<file path="src/rtl/icache_bk_control.sv">
// Direct-mapped I-cache controller: owns tags and valid bits, answers hits in the same cycle, and sequences line fills.
// Optional ICACHE_PERF_CNT_EN adds saturating hit_count/miss_count outputs.
module icache_bk_control #(
    parameter int INDEX_W = 3,
    parameter int TAG_W   = 24
) (
    input  logic               clk,
    input  logic               rst,
    input  logic [31:0]        mem_address,
    input  logic               mem_read,
    output logic [31:0]        mem_rdata,
    output logic               mem_resp,
    output logic [31:0]        pmem_address,
    output logic               pmem_read,
    input  logic [255:0]       pmem_rdata,
    input  logic               pmem_resp,
    output logic               data_web,
    output logic [INDEX_W-1:0] data_index,
    output logic [255:0]       data_datain,
    input  logic [255:0]       data_dataout
`ifdef ICACHE_PERF_CNT_EN
    ,
    output logic [31:0]        hit_count,
    output logic [31:0]        miss_count
`endif
);
    localparam int SETS = 1 << INDEX_W;

    typedef enum logic [1:0] {IDLE, FILL, RESPOND} state_t;

    state_t             state;
    logic [TAG_W-1:0]   tags [SETS];
    logic [SETS-1:0]    valid;
    logic [31:2]        lat_addr;

    logic [TAG_W-1:0]   req_tag;
    logic [INDEX_W-1:0] req_idx;
    logic [TAG_W-1:0]   lat_tag;
    logic [INDEX_W-1:0] lat_idx;
    logic               hit;
    logic               idle_hit;
    logic               idle_miss;
    logic [2:0]         word_sel;
    logic               unused_addr_lsb;

    assign unused_addr_lsb = ^mem_address[1:0];

    assign req_tag   = mem_address[31 -: TAG_W];
    assign req_idx   = mem_address[5 +: INDEX_W];
    assign lat_tag   = lat_addr[31 -: TAG_W];
    assign lat_idx   = lat_addr[5 +: INDEX_W];
    assign hit       = valid[req_idx] && (tags[req_idx] == req_tag);
    assign idle_hit  = (state == IDLE) && mem_read && hit;
    assign idle_miss = (state == IDLE) && mem_read && !hit;

    // RESPOND serves the word of the latched address, not whatever the requester drives now
    assign word_sel = (state == RESPOND) ? lat_addr[4:2] : mem_address[4:2];

    always_comb begin
        mem_rdata   = '0;
        mem_resp    = 1'b0;
        data_index  = '0;
        data_web    = 1'b0;
        data_datain = pmem_rdata;
        if (!rst) begin
            mem_rdata  = data_dataout[{word_sel, 5'b0} +: 32];
            mem_resp   = idle_hit || ((state == RESPOND) && mem_read);
            data_index = (state == IDLE) ? req_idx : lat_idx;
            data_web   = (state == FILL) && pmem_resp;
        end
    end

    always_ff @(posedge clk or posedge rst) begin
        if (rst) begin
            state        <= IDLE;
            valid        <= '0;
            lat_addr     <= '0;
            pmem_read    <= 1'b0;
            pmem_address <= '0;
        end else begin
            case (state)
                IDLE: begin
                    if (idle_miss) begin
                        lat_addr     <= mem_address[31:2];
                        pmem_read    <= 1'b1;
                        pmem_address <= {mem_address[31:5], 5'b0};
                        state        <= FILL;
                    end
                end
                FILL: begin
                    if (pmem_resp) begin
                        valid[lat_idx] <= 1'b1;
                        pmem_read      <= 1'b0;
                        state          <= RESPOND;
                    end
                end
                RESPOND: state <= IDLE;
                default: state <= IDLE;
            endcase
        end
    end

    // Tag contents need no reset; the cleared valid bits mask them
    always_ff @(posedge clk) begin
        if ((state == FILL) && pmem_resp && !rst)
            tags[lat_idx] <= lat_tag;
    end

`ifdef ICACHE_PERF_CNT_EN
    always_ff @(posedge clk or posedge rst) begin
        if (rst) begin
            hit_count  <= '0;
            miss_count <= '0;
        end else begin
            if (idle_hit && (hit_count != 32'hFFFF_FFFF))
                hit_count <= hit_count + 32'd1;
            if (idle_miss && (miss_count != 32'hFFFF_FFFF))
                miss_count <= miss_count + 32'd1;
        end
    end
`endif

endmodule

</file>
<file path="config.mk">
export PLATFORM = sky130hd
export DESIGN_NAME = icache_bk_control
export DESIGN_NICKNAME = d
export VERILOG_FILES = /design/src/rtl/icache_bk_control.sv
export SDC_FILE = /design/constraint.sdc
export NUM_CORES = 1
export LEC_CHECK = 0
export CAP_MARGIN = 20
export CORE_AREA = 2 2 343 345
export CTS_BUF_LIST = sky130_fd_sc_hd__clkbuf_8
export DETAILED_ROUTE_END_ITERATION = 6
export DIE_AREA = 0 0 345 347
export PLACE_DENSITY = 0.4
export RECOVER_POWER = 100
export SLEW_MARGIN = 40
export SYNTH_ARGS = -nofsm -noshare
export SYNTH_HDL_FRONTEND = slang
export SYNTH_SLANG_ARGS = --single-unit
export TNS_END_PERCENT = 1
</file>
<file path="constraint.sdc">
create_clock -name clk -period 5.4 [get_ports clk]
set_input_delay 1.08 -clock clk [delete_from_list [all_inputs] [get_ports clk]]
set_output_delay 1.08 -clock clk [all_outputs]
set_load 0.005 [all_outputs]
</file>
==> results of run 1 <==
-- layout by cell type (no fill, tap or decap), drive strengths merged, types with 10 or more instances in the layout --
cell and n:
clkdlybuf4s50 287, edfxtp 192, mux4 90, nand2 74
dlygate4sd3 63, mux2i 60, clkbuf 56, a21oi 41
dfrtp 41, buf 34, mux2 34, inv 18
a22oi 13, clkinv 13, nor2 11, diode 10
-- cell type report --
| type | count | area (µm²) |
|---|---|---|
| Timing Repair Buffer | 396 | 3915 |
| Multi-Input combinational cell | 414 | 4383 |
| Antenna cell | 10 | 25.02 |
| Sequential cell | 233 | 6792 |
| Fill cell | 12840 | 97980 |
| Inverter | 3 | 11.26 |
| Tap cell | 1524 | 1907 |
| Clock buffer | 44 | 605.6 |
| Clock inverter | 28 | 120.1 |
-- how the worst max path moves through the flow --
stage,startpoint,endpoint,cells after the start
floorplan,mem_address[7],mem_resp,9
global placement,mem_address[6],mem_resp,12
detailed placement,mem_address[6],mem_resp,12
CTS,mem_address[6],mem_resp,12
global route,mem_address[6],mem_resp,12
finish,mem_address[6],mem_resp,12
-- metrics by stage --
stage	std cells	cell area (µm²)	util, %	hold WS [ps]	power [mW]
after global routing	2648	17750	15.34	487.7	5.832
after global placement	2570	17160	14.83	456.9	4.279
final	2652	17760	15.34	469.5	5.507
after floorplan	986	13640	-	437.7	3.536
after detailed placement	2570	17160	14.83	460.6	4.304
after CTS	2642	17890	15.46	476.3	5.796
-- state kept, by name (all words and copies together), names as in the netlist --
signal and cells:
tags 192, lat_addr 30, valid 8, state 2
pmem_read 1
-- cell usage after synthesis, types with 7 or more instances --
cell type	number
nor2_1	10
nand2_1	74
buf_4	292
mux4_2	90
a22oi_1	13
dfrtp_1	41
buf_2	16
a22o_1	8
o21bai_1	8
clkbuf_1	16
mux2_4	28
edfxtp_1	192
a21oi_1	41
xor2_1	7
mux2i_1	60
buf_6	7
-- logic make-up (layout without fill, tap and decap cells) --
kind of cell	count (synthesis)	in the layout	share of synthesized area (%)
buffers and inverters	339	471	17.91
flip-flops	233	233	49.83
multiplexers	184	184	22.86
AND/OR/NAND/NOR	124	124	4.407
AO/OA/AOI/OAI	90	90	4.251
XOR/XNOR	11	11	0.7069
other	1	15	0.02752
-- per-layer routing --
layer  up-vias  global-route usage (%)  part of all wire, %
met2       716                   25.08                   55
met5         -                       0                0.030
li1       3582                       -                    -
met1      4059                   8.233                   23
met4         4                   4.574                  3.8
met3       135                   10.41                   18
-- report_power, final --
part | leakage [nW] | total, mW | switching (mW) | internal [mW]
registers | 2.20 | 2.60 | 0.280 | 2.32
clock network | 0.438 | 1.45 | 0.701 | 0.751
logic | 3.26 | 1.46 | 0.665 | 0.795
total | 5.90 | 5.51 | 1.65 | 3.86
-- worst max-delay path, delay by kind of cell --
kind	cells	cell delay [ps]
xor gates and xnor gates	1	110
muxes	2	730
and+or+nand+nor	3	710
buffers and inverters	5	1210
AOI/OAI and AO/OA	1	150
-- repair_timing --
item | in CTS | in global routing
resized for setup | 1 | 1
pin swaps | 0 | 1
setup endpoints to repair | 1 | 1
==> out/metrics.yaml, run 1 <==
worst_setup_path:
  crit_type: "in2out"
  cp_max_fo: 17
  reg2reg_from: "tags[7][12]"
  cp.arrival_ps: 4040
  r2r_cells: 9
  critPathRequiredTime_ps: 4320
  ff2ff_setup_slack_ps: 1640
  critical_path.max_stage_delay_ps: 550
  r2r_end: "lat_addr[16]"
  cp-end-kind: "output port"
  crit_path_top_delay_cell: "clkdlybuf4s50_1"
  critPathLaunchType: "primary input"
  path_cells: "buf_2 > buf_12 > buf_4 > mux4_2 > mux2i_1 > xnor2_1 > nor2_2 > clkbuf_4 > and4_1 > a31oi_1 > nor4b_2 > clkdlybuf4s50_1"
floorplanning:
  die_x_um: 345
  initial_core_util_pct: 11.78
  dieArea_um2: 119700
  die_h_um: 347
  io_pins: 874
  rows: 125
  coreArea_um2: 115700
layout:
  drive_above_1_share_pct: 18.16
  area_growth_pct: 30.31
  final_nets: 1636
logic_synthesis:
  synth_area_leader_cell: "edfxtp_1"
  synthFlopType: "edfxtp_1"
  synth_area_um2: 13630
  avgSynthCellArea_um2: 13.88
  yosysTopAreaCellShare_pct: 42.31
  syn-instance-count: 982
  yosysSeqAreaShare_pct: 49.83
  ys_ff_latch: 233
  yosysUniqueCellTypes: 49
  yosys-top-cells-area: "edfxtp_1 42%, buf_4 16%, mux4_2 15%"
  synth_edf_count: 192
  yosys_warnings: 0
  async_flop_share_pct: 17.60
cts:
  clkSinkCount: 233
  cts.clk_slew.worst_paths_ps: 50
  root_buffer: "clkbuf_8"
  htree_levels: 2
  cts_tree: "done"
  postCtsHoldBufs: 0
  clock_path_buffers: 3
  clk_latency_ps: 550
  postCtsSetupRepairBufs: 0
  numCtsBuffers: 40
status:
  violations: "capacitance limit, slew limit"
  status: "finished with violations"
sta:
  max_freq_ghz: 0.1953
  rsz0062_at_grt: "no"
  fin_crit_ps: 5119
  hold_viol: 0
  relSlewSlack_pct: -79.42
  fin_skew_ps: 22.46
  finalSetupTns_ps: 0
  layout_setup_ws_ps: 280.8
  final_max_slew_viol_count: 262
  worst_pin_slew_ps: 2691
  min_period_over_period_pct: 94.80
  setup_viol: 0
power_and_ir_drop:
  powerDensity_nw_per_um2: 310.1
  vdd_ir_drop_max_v: 0.0001267
  leakagePower_nw: 5.901
global_route:
  grtUsageTotal_pct: 12.71
  grt_max_degree: 65
  grt_pass1_wl_um: 99360
  gr-total-overflow: 0
  first_global_vias: 9328
  antenna_found_initial: 23
routing:
  finalWirelength_um: 79050
  routed_via_density: 3.204
  dr.pass1.iters: 5
  drc_errors: 0
  initialDrtViolationCount: 361
  vias: 8496
  ant_nets: 0
  wl_per_cell_um: 29.81
place:
  detailed_place_hpwl_um: 67880
  gp_routability_congestion: 0.8541
  detailedPlace.worstSlack_ps: -31.19
  numPortBuffers: 354
worst_hold_path:
  holdPathEnd: "valid[2]"
  hp-start: "valid[2]"
  hold_depth: 1
  hold_class: "reg2reg"
flow_run:
  maxCapViolCount: 11
Note: power is estimated with default switching activity, not from simulation.
==> run 2, diff against run 1 <==
--- a/config.mk
+++ b/config.mk
@@ -5,12 +5,13 @@
 export SDC_FILE = /design/constraint.sdc
 export NUM_CORES = 1
 export LEC_CHECK = 0
+export ABC_AREA = 1
 export CAP_MARGIN = 20
 export CORE_AREA = 2 2 343 345
 export CTS_BUF_LIST = sky130_fd_sc_hd__clkbuf_8
 export DETAILED_ROUTE_END_ITERATION = 6
 export DIE_AREA = 0 0 345 347
-export PLACE_DENSITY = 0.4
+export PLACE_DENSITY = 0.41
 export RECOVER_POWER = 100
 export SLEW_MARGIN = 40
 export SYNTH_ARGS = -nofsm -noshare
==> run 2 against run 1 <==
The run still ends with capacitance limit, slew limit left. Clock power grew 14%. Worst hold slack lost 16 ps. Sequential power shrank 2%. Die area is the same. Clock skew grew 15 ps. Highest routed layer unchanged.
==> out/metrics.yaml, run 2 <==
worst_setup_path:
  cp_max_fo: 17  # unchanged
  r2r_end: "tags[2][13]"
  cp-end-kind: "output port"
  crit_path_top_delay_cell: "clkdlybuf4s50_1"
  cp.arrival_ps: 4040  # about the same
  cp_num_buf_inv: 4  # -1
  crit_type: "in2out"
  ff2ff_setup_slack_ps: 1170  # -470 ps
  path_cells: "clkdlybuf4s50_1 > inv_2 > buf_12 > nand3_1 > nand2_1 > nand2_1 > nand2_1 > nor2_1 > nand3_1 > nor2_1 > nand3_1 > a21oi_1 > clkdlybuf4s50_1"
  reg2reg_from: "state[0]"
  path_delay_family: "buffers and inverters"
  r2r_cells: 7  # -2
  critPathLaunchType: "primary input"
  critical_path.max_stage_delay_ps: 610  # +60 ps
  critPathRequiredTime_ps: 4320  # about the same
cts:
  postCtsHoldBufs: 0  # unchanged
  clk_latency_ps: 570  # +20 ps
  htree_levels: 2  # unchanged
  cts_resized: 0  # -1
  root_buffer: "clkbuf_8"
  clkSinkCount: 233  # unchanged
  postCtsSetupRepairBufs: 0  # unchanged
  clock_path_buffers: 3  # unchanged
  cts_tree: "done"
  numCtsBuffers: 43  # +7.5%
  cts.clk_slew.worst_paths_ps: 60  # about the same
logic_synthesis:
  yosysUniqueCellTypes: 27  # -45%
  synthFlopType: "edfxtp_1"
  yosys-top-cells-area: "edfxtp_1 38%, buf_4 14%, nand2_1 11%"
  synth_edf_count: 192  # unchanged
  async_flop_share_pct: 17.60  # unchanged
  yosysTopAreaCellShare_pct: 38.04  # -4.3 points
  yosys_warnings: 0  # unchanged
  synth_common_cells: "431 x nand2_1, 289 x buf_4, 226 x nor2_1"
  yosysSeqAreaShare_pct: 44.81  # -5.0 points
  synth_area_leader_cell: "edfxtp_1"
  synth.most_common_cell: "nand2_1"
  synth_area_um2: 15160  # +11%
  avgSynthCellArea_um2: 8.036  # -42%
  syn-instance-count: 1886  # +92%
  ys_ff_latch: 233  # unchanged
routing:
  finalWirelength_um: 108100  # +37%
  drc_errors: 0  # unchanged
  drt-met1-wl_um: 29460  # +64%
  vias: 12650  # +49%
  ant_nets: 0  # unchanged
  routed_via_density: 3.593  # +12%
  wl_per_cell_um: 30.72  # +3.1%
  wl_met2_um: 60350  # +38%
  routed.top_layer: "met5"
  route.met3.wl_um: 16240  # +14%
  dr.pass1.iters: 4  # -1
  initialDrtViolationCount: 972  # +170%
worst_hold_path:
  holdPathEnd: "valid[6]"
  hold_class: "reg2reg"
  hold_depth: 2  # +1
  hp-start: "valid[6]"
sta:
  final_max_slew_viol_count: 131  # -50%
  min_period_over_period_pct: 94.85  # about the same
  worst_pin_slew_ps: 2160  # -531.5 ps
  max_freq_ghz: 0.1952  # about the same
  fin_skew_ps: 37.31  # +14.85 ps
  hold_viol: 0  # unchanged
  fin_crit_ps: 5122  # +2.729 ps
  finalSetupTns_ps: 0  # unchanged
  setup_viol: 0  # unchanged
  relSlewSlack_pct: -44.52  # +35 points
  rsz0062_at_grt: "no"
layout:
  top_register: "tags"
  drive_above_1_share_pct: 8.571  # -9.6 points
  reg_top3: "tags: 192 flops, lat_addr: 30 flops, valid: 8 flops"
  largest_register_ffs: 192  # unchanged
  area_growth_pct: 27.44
  layout.cells.most_common: "nand2_1"
  final_core_util_pct: 16.69  # +1.3 points
  final_nets: 2508  # +53%
  final_cell_mix: "430 x nand2_1, 298 x clkdlybuf4s50_1, 226 x nor2_1"
power_and_ir_drop:
  leakagePower_nw: 7.690  # +30%
  vdd_ir_drop_max_v: 0.0001244  # -1.8%
  powerDensity_nw_per_um2: 304.7  # -1.7%
floorplanning:
  coreArea_um2: 115700  # unchanged
  dieArea_um2: 119700  # unchanged
  initial_core_util_pct: 13.10  # +1.3 points
  rows: 125  # unchanged
  io_pins: 874  # unchanged
  die_h_um: 347  # unchanged
  die_x_um: 345  # unchanged
place:
  gp_routability_congestion: 0.8780  # +2.8%
  detailed_place_hpwl_um: 92030  # +36%
  numPortBuffers: 354  # unchanged
global_route:
  antenna_found_initial: 5  # -78%
  gr-total-overflow: 0  # unchanged
  first_global_vias: 11790  # +26%
  grt_max_degree: 96  # +48%
  grtUsageTotal_pct: 17.21  # +4.5 points
  grt_pass1_wl_um: 134700  # +36%
status:
  violations: "capacitance limit, slew limit"
  status: "finished with violations"
flow_run:
  maxCapViolCount: 7  # -4
run 2: cell types whose count changed after synthesis, sizes merged, moves of 59 or more:
cell and delta:
nand2 +357, nor2 +215, inv +168, nand3 +153, o21ai +107, mux4 -90
or2 +63, mux2i -59
run 2: layout make-up:
class | instances | area [µm²]
inverters | 174 | 659.4
repair buffers | 410 | 4026
diodes | 1 | 2.502
flip-flops and latches | 233 | 6792
clock inverters | 26 | 108.9
multi-input cells | 1098 | 5076
fillers | 13110 | 96420
well taps | 1524 | 1907
clock buffers | 54 | 743.2
run 2: worst max-delay path by stage:
stage | from | to | slack, ps | cells after the start
6_report | mem_address[7] | mem_resp | 280 | 13
5_1_grt | mem_address[2] | mem_rdata[0] | 140 | 12
4_1_cts | mem_address[7] | mem_resp | 380 | 13
3_5_place_dp | mem_address[7] | mem_resp | 400 | 13
3_3_place_gp | mem_address[7] | mem_resp | 390 | 13
2_1_floorplan | rst | mem_rdata[22] | 1450 | 4
run 2: kinds of logic (layout without fill, tap and decap cells):
| logic type | count (synthesis) | after routing | synth area share [%] |
|---|---|---|---|
| multiplexers | 1 | 1 | 0.06605 |
| other | 1 | 6 | 0.02474 |
| AND/OR/NAND/NOR | 898 | 898 | 25.01 |
| AO/OA/AOI/OAI | 194 | 194 | 8.165 |
| flip-flops | 233 | 233 | 44.81 |
| buffers and inverters | 559 | 664 | 21.93 |
run 2: worst min-delay path, delay by kind of cell, from the launching register on:
family	cells	cell delay, ps
DFF	1	320
and+or+nand+nor	1	60
buffers and inverters	1	40
run 2: layer usage:
layer  track usage (%)  vias up
met5                 0        -
met4             3.357        8
met3             11.52      121
met2             33.98      717
met1             13.80     5814
li1                  -     5986
run 2: metrics by stage:
stage	power, mW	setup WS (ps)	hold slack, ps	std cells	area (µm²)
after floorplan	3.490	1446	418.7	1890	15170
after global placement	4.360	393.9	438.7	3433	18560
after detailed placement	4.363	399.6	435.3	3438	18670
after CTS	6.064	381.4	447.8	3518	19520
after global routing	6.232	136.7	477.0	3519	19310
final	5.885	278.0	453.4	3520	19310
run 2: report_power, final:
group          internal [mW]  switching, mW  leakage [nW]
Sequential              2.28          0.281          2.23
Clock                  0.900          0.764         0.499
Combinational          0.711          0.947          4.96
==> run 3, diff against run 2 <==
--- a/config.mk
+++ b/config.mk
@@ -7,11 +7,11 @@
 export LEC_CHECK = 0
 export ABC_AREA = 1
 export CAP_MARGIN = 20
-export CORE_AREA = 2 2 343 345
-export CTS_BUF_LIST = sky130_fd_sc_hd__clkbuf_8
+export CORE_AREA = 2 2 337 339
 export DETAILED_ROUTE_END_ITERATION = 6
-export DIE_AREA = 0 0 345 347
-export PLACE_DENSITY = 0.41
+export DIE_AREA = 0 0 339 341
+export GPL_TIMING_DRIVEN = 0
+export PLACE_DENSITY = 0.42
 export RECOVER_POWER = 100
 export SLEW_MARGIN = 40
 export SYNTH_ARGS = -nofsm -noshare
==> run 3 against run 2 <==
The flow still finishes with violations (capacitance limit, slew limit). Die area is 3.4% lower. Core utilization grew 4.8 points. Sequential share of layout area down 7.0 points. Wire length is 16% higher. Register-to-register slack better by 140 ps. Critical path type unchanged. Largest cell class is now buffers.
==> out/metrics.yaml, run 3 (synthesis results as in run 2) <==
sta:
  min_period_over_period_pct: 97.81  # +3.0 points
  fin_crit_ps: 5282  # +159.7 ps
  fin_skew_ps: 17.59  # -19.72 ps
  max_freq_ghz: 0.1893  # -3.0%
  rsz0062_at_grt: "yes"
  final_max_slew_viol_count: 31  # -76%
  setup_viol: 0  # unchanged
  relSlewSlack_pct: -37.92  # +6.6 points
  worst_pin_slew_ps: 2069  # -90.98 ps
  hold_viol: 0  # unchanged
  finalSetupTns_ps: 0  # unchanged
  whs_ps: 455.6  # +2.288 ps
layout:
  nFillCells: 12510  # -4.6%
  layout.cells.most_common: "nand2_1"
  top_register: "tags"
  largest_register_ffs: 192  # unchanged
  area_growth_pct: 58.95
  final_cell_mix: "431 x nand2_1, 334 x clkdlybuf4s50_1, 275 x buf_4"
  reg_top3: "tags: 192 flops, lat_addr: 30 flops, valid: 8 flops"
  drive_above_1_share_pct: 17.05  # +8.5 points
  final_nets: 3096  # +23%
routing:
  vias: 15900  # +26%
  finalWirelength_um: 124900  # +16%
  routed_via_density: 3.896  # +8.5%
  drc_errors: 0  # unchanged
  dr.pass1.iters: 5  # +1
  ant_nets: 0  # unchanged
  initialDrtViolationCount: 1040  # +7.0%
  wl_per_cell_um: 30.61  # -0.34%
floorplanning:
  coreArea_um2: 111900  # -3.3%
  io_pins: 874  # unchanged
  die_x_um: 339  # -1.7%
  rows: 123  # -1.6%
  die_h_um: 341  # -1.7%
  initial_core_util_pct: 13.55  # +0.45 points
  dieArea_um2: 115600  # -3.4%
global_route:
  grt_max_degree: 31  # -68%
  grt_pass1_wl_um: 156800  # +16%
  first_global_vias: 15020  # +27%
  gr-total-overflow: 0  # unchanged
  antenna_found_initial: 87  # +82
  grtUsageTotal_pct: 20.62  # +3.4 points
power_and_ir_drop:
  powerDensity_nw_per_um2: 274.7  # -9.9%
  vdd_ir_drop_max_v: 0.0002759  # +120%
  leakagePower_nw: 10.03  # +30%
  power_mw: 6.617  # +12%
cts:
  clk_latency_ps: 550  # -20 ps
  postCtsHoldBufs: 0  # unchanged
  postCtsSetupRepairBufs: 0  # unchanged
  cts_tree: "done"
  htree_levels: 1  # -1
  clkSinkCount: 233  # unchanged
  cts.clk_slew.worst_paths_ps: 60  # about the same
  numCtsBuffers: 27  # -37%
  clock_path_buffers: 3  # unchanged
  root_buffer: "clkbuf_16"
worst_setup_path:
  path_cells: "clkdlybuf4s50_1 > nand2_1 > o21ai_1 > buf_2 > clkbuf_1 > o21ai_0 > o221ai_1 > nand2_1 > nor2_1 > clkdlybuf4s50_1"
  cp_num_cells: 10  # -3
  critical_path.max_stage_delay_ps: 610  # about the same
  cp-end-kind: "output port"
  cp_num_buf_inv: 4  # unchanged
  critPathRequiredTime_ps: 4320  # about the same
  cp_max_fo: 10  # -7
  path_delay_family: "buffers and inverters"
  cp.arrival_ps: 4200  # +160 ps
  r2r_cells: 8  # +1
  crit_type: "in2out"
  critPathLaunchType: "primary input"
  crit_path_top_delay_cell: "clkdlybuf4s50_1"
status:
  violations: "capacitance limit, slew limit"
  status: "finished with violations"
place:
  gp_routability_congestion: 0.8926  # +1.7%
  numPortBuffers: 608  # +72%
  detailed_place_hpwl_um: 108300  # +18%
worst_hold_path:
  hold_class: "reg2reg"
  hold_depth: 2  # unchanged
flow_run:
  maxCapViolCount: 1  # -6
-- run 3: worst paths after layout --
path	startpoint	endpoint	slack, ps
worst max-delay path	mem_address[3]	mem_rdata[8]	120
worst min-delay path	valid[6]	valid[6]	460
worst max register to register	state[0]	tags[5][1]	1310
worst min register to register	valid[6]	valid[6]	460
max in group asynchronous	rst	lat_addr[17]	1510
min in group asynchronous	rst	state[1]	1600
-- run 3: report_power, final --
group / total [mW] / internal, mW / switching [mW]
sequential: 2.57 / 2.28 / 0.290
clock: 1.71 / 0.973 / 0.742
combinational: 2.33 / 1.05 / 1.29
-- run 3: cell type report --
class                   instances  area, µm²  share of cell area [%]
inverters                     174      658.1                   2.732
plain buffers                 385       2668                   11.07
well taps                    1500       1877                   7.791
repair buffers                629       6178                   25.65
clock buffers                  34      711.9                   2.955
clock inverters                16      95.09                  0.3947
flip-flops and latches        233       6792                   28.19
diodes                         12      30.03                  0.1246
multi-input cells            1098       5081                   21.09
-- run 3: repair_timing --
| action | 4_1_cts | 5_1_grt |
|---|---|---|
| hold endpoints to repair | 0 | 0 |
| resized for setup | 13 | 10 |
| setup endpoints to repair | 4 | 9 |
-- run 3: stage by stage --
step	util (%)	setup slack (ps)	std cells	cell area (µm²)
global placement	20.68	-2150	3998	23130
finish	21.53	118.3	4081	24090
CTS	21.82	-87.02	4069	24410
detailed placement	21.06	-541.7	4019	23570
floorplan	-	1446	1890	15170
global route	21.53	-38.04	4078	24080
-- run 3: metal layers --
layer	GRT usage (%)	vias up	part of all wire [%]
met5	0	-	0.17
met4	6.787	34	3.9
met3	4.757	204	7.0
met2	38.90	843	53
met1	22.52	7647	36
li1	-	7173	-
-- run 3: worst register-to-register path, delay by kind of cell (launching register included) --
family	cells	cell delay [ps]
simple gates	3	1300
flops	1	390
buf+inv	5	2010
